==> config.mk <==
export PLATFORM = sky130hd
export DESIGN_NAME = seq_pattern_detector
export DESIGN_NICKNAME = d
export VERILOG_FILES = /design/src/rtl/seq_pattern_detector_pkg.sv /design/src/rtl/seq_pattern_detector_sat_counter.sv /design/src/rtl/seq_pattern_detector.sv
export SDC_FILE = /design/constraint.sdc
export NUM_CORES = 1
export LEC_CHECK = 0
export BUFFER_PORTS_ARGS = -buffer_cell sky130_fd_sc_hd__buf_4
export CAP_MARGIN = 20
export CORE_MARGIN = 2
export CORE_UTILIZATION = 40
export CTS_BUF_LIST = sky130_fd_sc_hd__clkbuf_4
export DETAILED_ROUTE_END_ITERATION = 6
export PLACE_DENSITY = 0.59
export SYNTH_ARGS = -nofsm -noshare
export SYNTH_HDL_FRONTEND = slang
export SYNTH_SLANG_ARGS = --single-unit
==> constraint.sdc <==
create_clock -name clk -period 4.6 [get_ports clk]
set_input_delay 0.92 -clock clk [delete_from_list [all_inputs] [get_ports clk]]
set_output_delay 0.92 -clock clk [all_outputs]
set_load 0.02 [all_outputs]
==> src/rtl/seq_pattern_detector_pkg.sv <==
// Shared constants and helpers for the serial pattern detector.
// The defaults describe the usual 4-bit "1011" detector with an 8-bit match counter.
package seq_pattern_detector_pkg;

   localparam int         DEF_PAT_W   = 4;
   localparam logic [3:0] DEF_PATTERN = 4'b1011;
   localparam int         DEF_CNT_W   = 8;

   // Saturating increment: stays at max instead of wrapping back to zero.
   function automatic logic [31:0] sat_inc(input logic [31:0] cnt, input logic [31:0] max);
      return (cnt >= max) ? max : cnt + 32'd1;
   endfunction

endpackage

==> src/rtl/seq_pattern_detector_sat_counter.sv <==
// Saturating event counter with a synchronous clear that overrides the increment.
module sat_counter
   import seq_pattern_detector_pkg::*;
#(
   parameter int CNT_W = DEF_CNT_W
) (
   input  logic             clk,
   input  logic             rst,
   input  logic             clr_i,
   input  logic             inc_i,
   output logic [CNT_W-1:0] value_o
);

   localparam logic [CNT_W-1:0] MAX = '1;

   logic [CNT_W-1:0] value_q;

   // Clear wins over increment so software can zero the count on any cycle,
   // and the count parks at all-ones rather than wrapping.
   always_ff @(posedge clk or posedge rst) begin
      if (rst) begin
         value_q <= '0;
      end else if (clr_i) begin
         value_q <= '0;
      end else if (inc_i) begin
         value_q <= CNT_W'(sat_inc(32'(value_q), 32'(MAX)));
      end
   end

   assign value_o = value_q;

endmodule

==> src/rtl/seq_pattern_detector.sv <==
// Serial pattern detector: shifts in qualified bits, compares the newest PAT_W
// bits against PATTERN and pulses match for one cycle per completed pattern.
module seq_pattern_detector
   import seq_pattern_detector_pkg::*;
#(
   parameter int               PAT_W   = DEF_PAT_W,
   parameter logic [PAT_W-1:0] PATTERN = DEF_PATTERN,
   parameter bit               OVERLAP = 1'b1,
   parameter int               CNT_W   = DEF_CNT_W
) (
   input  logic             clk,
   input  logic             rst,
   input  logic             din,
   input  logic             din_vld,
   input  logic             clr_cnt,
   output logic             match,
   output logic [CNT_W-1:0] match_cnt,
   output logic [PAT_W-1:0] shreg,
   output logic             primed
);

   localparam int               FILL_W = $clog2(PAT_W + 1);
   localparam logic [FILL_W-1:0] FILL_FULL = FILL_W'(PAT_W);

   logic [PAT_W-1:0]  shiftReg_q;
   logic [PAT_W-1:0]  shiftReg_d;
   logic [PAT_W-1:0]  shiftIn;
   logic [FILL_W-1:0] fill_q;
   logic [FILL_W-1:0] fill_d;
   logic [FILL_W-1:0] fillInc;
   logic              match_q;
   logic              primed_q;
   logic              hit;

   // Work out what the history and fill counter become if this edge samples a bit.
   // A hit needs both a full history and an exact compare; without OVERLAP a hit
   // wipes the history so the next match has to be built from fresh bits.
   always_comb begin
      shiftIn    = {shiftReg_q[PAT_W-2:0], din};
      fillInc    = (fill_q == FILL_FULL) ? fill_q : fill_q + 1'b1;
      hit        = din_vld && (fillInc == FILL_FULL) && (shiftIn == PATTERN);
      shiftReg_d = shiftReg_q;
      fill_d     = fill_q;
      if (din_vld) begin
         if (hit && !OVERLAP) begin
            shiftReg_d = '0;
            fill_d     = '0;
         end else begin
            shiftReg_d = shiftIn;
            fill_d     = fillInc;
         end
      end
   end

   // History, fill and the registered flags all move together; a reset at any
   // point throws away everything seen so far.
   always_ff @(posedge clk or posedge rst) begin
      if (rst) begin
         shiftReg_q <= '0;
         fill_q     <= '0;
         match_q    <= 1'b0;
         primed_q   <= 1'b0;
      end else begin
         shiftReg_q <= shiftReg_d;
         fill_q     <= fill_d;
         match_q    <= hit;
         primed_q   <= (fill_d == FILL_FULL);
      end
   end

   sat_counter #(
      .CNT_W (CNT_W)
   ) u_matchCnt (
      .clk     (clk),
      .rst     (rst),
      .clr_i   (clr_cnt),
      .inc_i   (hit),
      .value_o (match_cnt)
   );

   assign match  = match_q;
   assign shreg  = shiftReg_q;
   assign primed = primed_q;

endmodule

==> results.md <==
- Async S/R FF share, synth: 1.00
- Avg Inst Size Synth: around 11 sq um
- Switching part of the total power: 0.360
- Syn. warnings: 0
- DR iter-0 viols: 17
- Initial core utilization: 0.414
- CP peak stage delay: between 0.4 and 0.5 ns
- F_max: approximately 530 MHz
- Die ar.: about 0.0026 sq mm
- Distinct cells, synth: 32
- Tcrit/Tclk final: 0.406
- Pwr dens: roughly 400 mW/mm^2
- Hold_ws: 0.566 ns
- CP Cell Sequence: inv_1 -> ha_1 -> nand4bb_4 -> or2_4 -> o31a_1 -> nor3_1
- TritonRoute pass-1 iters: 4
- Post_cts resized: 0
- Status: complete, no violations
- R2R cell count: 6
- Met2 Usage GRT: 0.269
- Hold depth: 2
- Pint: between 0.0002 and 0.0003 W
- Peak supply drop: slightly below 300 uV
- Die Ht: 51.4 um
- GP Congestion: between 0.7 and 0.8
- Crit-path max FO: 6
- ANT cells: 0
- Worst Tran Pin Value: about 0.66 ns
- Register bit total from synthesis: 17
- Syn Nets: 93
- Htree depth: 1
- CTS tree: done
- CP max-delay cell: dfrtp_1
- Flop pwr share: 0.440
- Crit path launch type: register
- Vias per inst: 5.53
- Mapped Cells: 85
- Clock latency on the worst-skew pair: about 0.29 ns
- WS Path Type: reg2reg
- Main synth FF type: dfrtp_1
- Largest net degree at the start of global routing: 18
- Synthesized area: 898 sq um
- Grt ovf: 0
- Leakage: roughly 0.47 nW
- DRT antenna net count: 0
- Worst min-delay path class: reg2reg
- Hold buffer count at CTS: 0
- Vias in the first global route: 693
- Clock Sinks: 17
- CTS Buf Count: 3
- Die width: 51.4 um
- Vias: approximately 740
- Met3 Track Usage GR: 0.0380
- Slew HR: 0.557
- Number of synthesized flops with an enable pin: 0
- Setup bufs post-CTS: 0
- Post-synthesis sequential area ratio: 0.474
- Met1 GRT Util: 0.215
- I/O pin cnt: 19
- Finished Layout Cells: 133
- Endpoint type of the worst setup path: register
- Nets: between 100 and 150
- Final HPWL DP: between 1 and 1.5 mm
- Reg clk slew, reported paths: about 0.10 ns
- Comb pwr share: 0.366
- Crit path depth: 6
- Clock Path Buffers: 2
- CP arrival: a little over 2 ns
- Fin. Hold Viols: 0
- Layout area overhead: 21.0%
- Routed WL per cell: around 14 um
- Row count: 17
- Most frequent cells in the layout: buf_4, dfrtp_1
- CP Data Required Time: between 4 and 5 ns
- First-pass GRT wire length: roughly 3.2 mm
- Fill cell count: 217
- Final setup fails: 0
- Post-layout util: 0.501
- Top Usage Layer GRT: met2
- CP bufs+invs: 1
- DRC Markers: 0
- Pins Over Slew Limit: 0
- Core area: roughly 0.0022 sq mm
- Total Routed Length: between 1.5 and 2 mm
- Clock Skews: roughly 0.0018 ns
- Total track usage: 0.167
- Initial antenna violation count: 0
- Final TNS setup: 0 ns
- Max-cap violations: 0
- Port bufs: 18
- Dpl cells: roughly 130
- Root Buffer: clkbuf_4
- Clock power frac: 0.194
- Psw: about 0.00016 W
- Commonest non-fill, non-tap cell in the layout: buf_4
- Crit-path leading delay family: simple AND/OR/NAND/NOR gates
- RSZ-0062 raised after global routing: no
- Fin crit period: around 1.9 ns
- Layout cells sized above 1: 0.295
==> Yosys cell counts (2+ instances only) <==
library cell / count / share of area
dfrtp_1: 17 / 0.47
a31oi_1: 5 / 0.035
inv_1: 5 / 0.021
nand2_1: 5 / 0.021
nor2_1: 5 / 0.021
a211oi_1: 4 / 0.033
a21oi_1: 3 / 0.017
a311oi_1: 3 / 0.029
and3_1: 3 / 0.021
ha_1: 3 / 0.042
mux2_2: 3 / 0.038
nand3_1: 3 / 0.017
o21ai_0: 3 / 0.017
and4_1: 2 / 0.020
nand3b_1: 2 / 0.017
nor2b_1: 2 / 0.014
nor3_2: 2 / 0.022
==> area by class of cell <==
cell class | instances | area (sq um) | share of cell area
Clock buffer | 4 | 30.0 | 0.0276
Tap cell | 28 | 35.0 | 0.0322
Timing Repair Buffer | 18 | 135 | 0.124
Multi-Input combinational cell | 61 | 443 | 0.407
Inverter | 5 | 18.8 | 0.0173
Sequential cell | 17 | 425 | 0.391
==> cell families after synthesis <==
group,share of synthesized area
fa+ha+maj,0.0418
mux,0.0376
xor+xnor,0.00975
buf+inv,0.0334
compound gates,0.159
simple gates,0.245
flops,0.474
==> registers in the layout, indices dropped and copies added, names as in the netlist <==
| register | flops |
|---|---|
| primed | 1 |
| u_matchCnt.value_o | 8 |
| shreg | 4 |
| fill_q | 3 |
| match | 1 |
==> worst reg2reg max path, cell delays in order, from the launching register on <==
cell	delay [ns]
dfrtp_1	0.45
inv_1	0.07
ha_1	0.32
nand4bb_4	0.21
or2_4	0.26
o31a_1	0.29
nor3_1	0.19
==> per-stage QoR <==
step	cell area (sq um)	worst slack, ns	total power, W
final	1090	2.73	0.000441
after detailed placement	1060	2.59	0.000361
after floorplan	898	2.70	0.000315
after global placement	1060	2.62	0.000357
after global routing	1090	2.59	0.000482
after CTS	1090	2.68	0.000449
==> worst paths after layout <==
check / endpoint / from / slack (ns)
min in group asynchronous: u_matchCnt.value_o[0] / rst / 0.72
hold reg to reg: shreg[3] / shreg[3] / 0.57
setup / recovery: u_matchCnt.value_o[5] / fill_q[0] / 2.73
max in group asynchronous: shreg[3] / rst / 3.46
hold / removal: shreg[3] / shreg[3] / 0.57
setup reg to reg: u_matchCnt.value_o[5] / fill_q[0] / 2.73
==> power groups by stage <==
stage / Combinational, W / Sequential, W / Clock [W]
2_1_floorplan: 0.000110 / 0.000204 / 0
3_3_place_gp: 0.000160 / 0.000197 / 0
3_5_place_dp: 0.000164 / 0.000197 / 0
4_1_cts: 0.000165 / 0.000195 / 0.0000896
5_1_grt: 0.000184 / 0.000199 / 0.0000980
6_report: 0.000162 / 0.000194 / 0.0000855
==> layer usage <==
layer,vias up,routed length (um)
met5,-,0
met4,0,23
met3,4,106
met2,20,900
met1,353,852
li1,359,-
Note: power is estimated with default switching activity, not from simulation.
